[config.mk]
export PLATFORM = sky130hd
export DESIGN_NAME = serial_adder
export DESIGN_NICKNAME = d
export VERILOG_FILES = /design/src/rtl/serial_adder_pkg.sv /design/src/rtl/serial_adder_fa_stage.sv /design/src/rtl/serial_adder.sv
export SDC_FILE = /design/constraint.sdc
export NUM_CORES = 1
export LEC_CHECK = 0
export ABC_CLOCK_PERIOD_IN_PS = 1500
export BUFFER_PORTS_ARGS = -buffer_cell sky130_fd_sc_hd__buf_4
export CAP_MARGIN = 20
export CORE_MARGIN = 5
export CORE_UTILIZATION = 52
export CTS_CLUSTER_SIZE = 20
export DETAILED_ROUTE_END_ITERATION = 16
export MAX_ROUTING_LAYER = met4
export PLACE_DENSITY = 0.77
export SLEW_MARGIN = 20
export SYNTH_ARGS = -nofsm -noshare
export SYNTH_HDL_FRONTEND = slang
export SYNTH_SLANG_ARGS = --single-unit
[constraint.sdc]
create_clock -name clk -period 1.5 [get_ports clk]
set_clock_uncertainty 0.2 [all_clocks]
set_input_delay 0 -clock clk [delete_from_list [all_inputs] [get_ports clk]]
set_output_delay 0 -clock clk [all_outputs]
set_load 0.05 [all_outputs]
[src/rtl/serial_adder_pkg.sv]
// Shared types and constants for the bit-serial adder.
package serial_adder_pkg;

   localparam int WIDTH_DEFAULT = 8;

   typedef enum logic [1:0] {
      IDLE = 2'd0,
      RUN  = 2'd1,
      DONE = 2'd2
   } state_t;

endpackage

[src/rtl/serial_adder_fa_stage.sv]
// Single-bit combinational full adder used as the serial adder's datapath.
module fa_stage (
   input  logic a,
   input  logic b,
   input  logic cin,
   output logic sum,
   output logic cout
);

   assign sum  = a ^ b ^ cin;
   assign cout = (a & b) | (a & cin) | (b & cin);

endmodule

[src/rtl/serial_adder.sv]
// Bit-serial adder: one full-adder stage consumes an operand bit per clock,
// producing a WIDTH-bit sum and carry-out after WIDTH cycles.
module serial_adder
   import serial_adder_pkg::*;
#(
   parameter int WIDTH = WIDTH_DEFAULT
) (
   input  logic             clk,
   input  logic             reset,
   input  logic             start,
   input  logic [WIDTH-1:0] a,
   input  logic [WIDTH-1:0] b,
   input  logic             cin,
   output logic             ready,
   output logic             done,
   output logic [WIDTH-1:0] sum,
   output logic             cout
);

   localparam int CNT_W = $clog2(WIDTH);
   localparam logic [CNT_W-1:0] CNT_LAST = CNT_W'(WIDTH - 1);

   state_t           state_q, state_d;
   logic             ready_q, ready_d;
   logic             done_q, done_d;
   logic [WIDTH-1:0] a_q, a_d;
   logic [WIDTH-1:0] b_q, b_d;
   logic [WIDTH-1:0] sum_q, sum_d;
   logic             carry_q, carry_d;
   logic [CNT_W-1:0] cnt_q, cnt_d;

   logic fa_sum;
   logic fa_cout;

   fa_stage u_fa (
      .a    (a_q[0]),
      .b    (b_q[0]),
      .cin  (carry_q),
      .sum  (fa_sum),
      .cout (fa_cout)
   );

   always_comb begin
      state_d = state_q;
      ready_d = ready_q;
      done_d  = 1'b0;
      a_d     = a_q;
      b_d     = b_q;
      sum_d   = sum_q;
      carry_d = carry_q;
      cnt_d   = cnt_q;

      case (state_q)
         RUN: begin
            // Result bits enter at the MSB so the LSB lands at bit 0 after WIDTH shifts.
            carry_d = fa_cout;
            sum_d   = {fa_sum, sum_q[WIDTH-1:1]};
            a_d     = {1'b0, a_q[WIDTH-1:1]};
            b_d     = {1'b0, b_q[WIDTH-1:1]};
            cnt_d   = cnt_q + CNT_W'(1);
            if (cnt_q == CNT_LAST) begin
               state_d = DONE;
               ready_d = 1'b1;
               done_d  = 1'b1;
            end else begin
               ready_d = 1'b0;
            end
         end
         default: begin
            // Previous sum/cout stay put until a new operation is captured.
            if (start && ready_q) begin
               state_d = RUN;
               ready_d = 1'b0;
               a_d     = a;
               b_d     = b;
               carry_d = cin;
               cnt_d   = '0;
            end else begin
               state_d = IDLE;
               ready_d = 1'b1;
            end
         end
      endcase
   end

   always_ff @(posedge clk or posedge reset) begin
      if (reset) begin
         state_q <= IDLE;
         ready_q <= 1'b1;
         done_q  <= 1'b0;
         a_q     <= '0;
         b_q     <= '0;
         sum_q   <= '0;
         carry_q <= 1'b0;
         cnt_q   <= '0;
      end else begin
         state_q <= state_d;
         ready_q <= ready_d;
         done_q  <= done_d;
         a_q     <= a_d;
         b_q     <= b_d;
         sum_q   <= sum_d;
         carry_q <= carry_d;
         cnt_q   <= cnt_d;
      end
   end

   assign ready = ready_q;
   assign done  = done_q;
   assign sum   = sum_q;
   assign cout  = carry_q;

endmodule

==> report_table.html <==
<table>
<tr><th>Metric</th><th>Value</th></tr>
<tr><th colspan="2">Run status</th></tr>
<tr><td>Result of the run</td><td>finished, final reports clean</td></tr>
<tr><th colspan="2">Global route</th></tr>
<tr><td>Total global routing track utilization</td><td>0.162</td></tr>
<tr><td>Sum of overflow across all layers after global routing</td><td>0</td></tr>
<tr><td>Maximum number of pins on one net before global-route repair</td><td>33</td></tr>
<tr><td>Initial antenna violation count</td><td>0</td></tr>
<tr><td>Via count of the first global-routing pass</td><td>1131</td></tr>
<tr><td>Global-route wire length before repair</td><td>4890 microns</td></tr>
<tr><th colspan="2">Final layout</th></tr>
<tr><td>Layout-stage area growth over the synthesis result</td><td>32.9%</td></tr>
<tr><td>Number of nets in the finished design</td><td>207</td></tr>
<tr><td>Highest-count cells in the layout ignoring fill and taps</td><td>nand2_1 (41), buf_4 (34), dfrtp_1 (30)</td></tr>
<tr><td>Fraction of layout instances using a drive strength above 1</td><td>0.249</td></tr>
<tr><td>Count of non-filler cells in the finished layout</td><td>216</td></tr>
<tr><td>Most common cell after layout, fill and taps aside</td><td>nand2_1</td></tr>
<tr><td>Antenna diode count</td><td>0</td></tr>
<tr><th colspan="2">Power</th></tr>
<tr><td>Leakage power</td><td>1.00 nW</td></tr>
<tr><td>Final Power</td><td>0.00364 W</td></tr>
<tr><td>PD cells</td><td>1920 nW/um^2</td></tr>
<tr><td>Largest vdd supply drop</td><td>1540 uV</td></tr>
<tr><th colspan="2">Floorplan</th></tr>
<tr><td>Standard-cell row count</td><td>19</td></tr>
<tr><td>Die Ht</td><td>62.4 microns</td></tr>
<tr><td>Boundary Pins</td><td>31</td></tr>
<tr><td>Horizontal die dimension</td><td>62.4 microns</td></tr>
<tr><td>Initial standard-cell utilization of the core</td><td>0.531</td></tr>
<tr><td>Full die area</td><td>3890 sq um</td></tr>
<tr><td>Core area</td><td>2690 sq um</td></tr>
<tr><th colspan="2">Detailed routing</th></tr>
<tr><td>Remaining design rule violation count</td><td>0</td></tr>
<tr><td>Number of iterations in the first detailed-routing pass</td><td>4</td></tr>
<tr><td>Final WL</td><td>2790 microns</td></tr>
<tr><td>Via count</td><td>1074</td></tr>
<tr><td>Post-DRT Antenna Nets</td><td>0</td></tr>
<tr><td>Via-per-instance ratio</td><td>4.97</td></tr>
<tr><td>Number of DRC violations after detailed-routing iteration 0</td><td>66</td></tr>
<tr><td>Routed length per placed instance</td><td>12.9 microns</td></tr>
<tr><th colspan="2">Synth</th></tr>
<tr><td>Yosys reg bits</td><td>32</td></tr>
<tr><td>Mux contribution to synthesized area</td><td>0.105</td></tr>
<tr><td>Synthesized area divided by synthesized cell count</td><td>10.7 sq um</td></tr>
<tr><td>Share of the synthesized area in the top cell type</td><td>0.544</td></tr>
<tr><td>Netlist area before placement</td><td>1430 sq um</td></tr>
<tr><td>Gate count of the mapped netlist</td><td>133</td></tr>
<tr><td>Share of the synthesized area in compound gates (AO/OA/AOI/OAI)</td><td>0.0887</td></tr>
<tr><td>Sequential-to-total area share from yosys stat</td><td>0.563</td></tr>
<tr><td>Synth Area in Simple Gates</td><td>0.153</td></tr>
<tr><td>Syn_nets</td><td>156</td></tr>
<tr><td>Combinational family with the most area after synthesis</td><td>simple AND/OR/NAND/NOR gates</td></tr>
<tr><td>Cells taking the most area after synthesis</td><td>dfrtp_1 (54%), nand2_1 (11%), mux2i_1 (11%), o21ai_1 (5.3%), dfstp_2 (1.8%)</td></tr>
<tr><td>Most area-hungry cell type in the Yosys netlist</td><td>dfrtp_1</td></tr>
<tr><td>Xor and xnor area share after synthesis</td><td>0</td></tr>
<tr><td>Adder-Cell Fraction of Synth Area</td><td>0.0316</td></tr>
<tr><td>Total number of yosys warnings</td><td>0</td></tr>
<tr><td>Yosys cell types</td><td>23</td></tr>
<tr><th colspan="2">Place</th></tr>
<tr><td># placed instances</td><td>189</td></tr>
<tr><td>Final weighted congestion of routability-driven global placement</td><td>0.732</td></tr>
<tr><td>Final HPWL from detailed placement</td><td>1780 microns</td></tr>
<tr><td>Number of buffer cells added on primary ports</td><td>30</td></tr>
<tr><th colspan="2">Timing</th></tr>
<tr><td>Endpoints failing setup</td><td>0</td></tr>
<tr><td>Post-route minimum period</td><td>1.42 ns</td></tr>
<tr><td>Fin Hold WS</td><td>0.0834 ns</td></tr>
<tr><td>Total Neg Setup Slack</td><td>0 ns</td></tr>
<tr><td>RSZ-0062 raised after global routing</td><td>no</td></tr>
<tr><td>Tightest slew margin relative to the limit</td><td>0.705</td></tr>
<tr><td>Ratio of final minimum period to clock period</td><td>0.946</td></tr>
<tr><td>Fmax achieved</td><td>705 MHz</td></tr>
<tr><td>Final hold violation count</td><td>0</td></tr>
<tr><td>Transition time at the pin with the least slew margin</td><td>0.442 ns</td></tr>
<tr><td>Final Max Slew Viols</td><td>0</td></tr>
<tr><th colspan="2">Worst hold path</th></tr>
<tr><td>Classification of the worst-slack hold path</td><td>input pin to async pin</td></tr>
<tr><th colspan="2">Clocking</th></tr>
<tr><td>Clock sink count</td><td>32</td></tr>
<tr><td>Cell chosen for the clock root</td><td>clkbuf_4</td></tr>
<tr><td>CTS buffer count</td><td>5</td></tr>
<tr><td>Later-pin clock latency in the skew report</td><td>0.34 ns</td></tr>
<tr><td>Number of H-tree levels</td><td>2</td></tr>
<tr><td>Longest Clk Path Bufs</td><td>2</td></tr>
<tr><td>Clock edge transition at the registers on the reported setup and hold paths</td><td>0.10 ns</td></tr>
<tr><td>CTS tree</td><td>yes</td></tr>
<tr><th colspan="2">Worst setup path</th></tr>
<tr><td>Largest fanout on the critical path</td><td>6</td></tr>
<tr><td>Element type at the critical path start</td><td>register</td></tr>
<tr><td>Data arrival time of the critical path</td><td>1.22 ns</td></tr>
<tr><td>Cells along the critical path</td><td>buf_4</td></tr>
<tr><td>Cell with the largest stage delay on the worst path</td><td>dfstp_2</td></tr>
<tr><td>CP endpoint kind</td><td>output port</td></tr>
<tr><td>Maximum cell stage delay along the critical path</td><td>0.64 ns</td></tr>
<tr><td>Critical Setup Path Class</td><td>register to output port</td></tr>
<tr><td>Data required time of the critical path</td><td>1.30 ns</td></tr>
<tr><td>Kind of cell with the highest combined delay on the critical path</td><td>flip-flops</td></tr>
<tr><td>Buffering stage count on the worst path with inverters included</td><td>1</td></tr>
<tr><th colspan="2">Flow run</th></tr>
<tr><td>Max-cap violation count</td><td>0</td></tr>
</table>
-- Yosys cell counts (all sizes together) --
library cell and count:
a21oi 3, a22o 2, a31oi 1, and2 2, buf 9, dfrtp 31, dfstp 1, fa 1
ha 2, inv 1, mux2i 15, nand2 42, nand2b 1, nand3 3, nor2 1, nor2b 1
o21ai 16, o21bai 1
-- registers in the layout, summed over array words and instances, names as in the netlist --
name / cells
b_q: 8
state_q: 2
cnt_q: 3
cout: 1
sum: 8
ready: 1
done: 1
a_q: 8
-- metal layers --
metal,part of all wire,routed length (microns),vias to the layer above,global-route usage
li1,-,-,541,-
met5,0,0,-,-
met2,0.46,1270,35,0.236
met3,0.074,207,11,0.0703
met1,0.44,1220,487,0.192
met4,0.033,91,0,0.0822
-- metrics by stage --
step	area [sq um]	worst slack, ns	util
6_report	1890	0.0808	0.705
2_1_floorplan	1430	-0.0954	-
3_5_place_dp	1640	0.123	0.612
4_1_cts	1890	0.0739	0.705
3_3_place_gp	1640	0.159	0.612
5_1_grt	1890	0.0360	0.705
-- power breakdown --
group	total (W)	internal [W]	switching (W)
clock network	0.000513	0.000223	0.000291
logic	0.00170	0.000634	0.00106
registers	0.00144	0.00120	0.000232
-- cell type report --
class | count | area [sq um]
clock buffers | 6 | 51.3
clock inverters | 2 | 10.0
fillers | 210 | 792
inverters | 1 | 3.75
multi-input cells | 91 | 542
flip-flops and latches | 32 | 803
well taps | 31 | 38.8
repair buffers | 53 | 445
-- worst paths after layout --
path / cells past startpoint / slack, ns / endpoint / from
hold / removal: 4 / 0.08 / sum[5]$_DFFE_PP0P_ / reset
max in group asynchronous: 4 / 0.70 / ready$_DFF_PP1_ / reset
setup / recovery: 1 / 0.08 / ready / ready$_DFF_PP1_
setup reg to reg: 3 / 0.10 / cnt_q[2]$_DFFE_PP0P_ / cnt_q[0]$_DFFE_PP0P_
min in group clk: 3 / 0.24 / ready$_DFF_PP1_ / start
hold reg to reg: 2 / 0.28 / sum[2]$_DFFE_PP0P_ / sum[3]$_DFFE_PP0P_
-- logic make-up (layout without fill, tap and decap cells) --
logic type / count (synthesis) / count (layout)
AO/OA/AOI/OAI: 23 / 23
adder cells (fa/ha/maj): 3 / 3
buffers and inverters: 10 / 62
flip-flops: 32 / 32
multiplexers: 15 / 15
AND/OR/NAND/NOR: 50 / 50
-- timing repair --
item                                   CTS  global route
gates resized for setup                  0             0
hold buffers                            19             0
setup buffers                            0             0
endpoints found under the hold margin   54             0
setup endpoints to repair                0             0
Note: power is estimated with default switching activity, not from simulation.
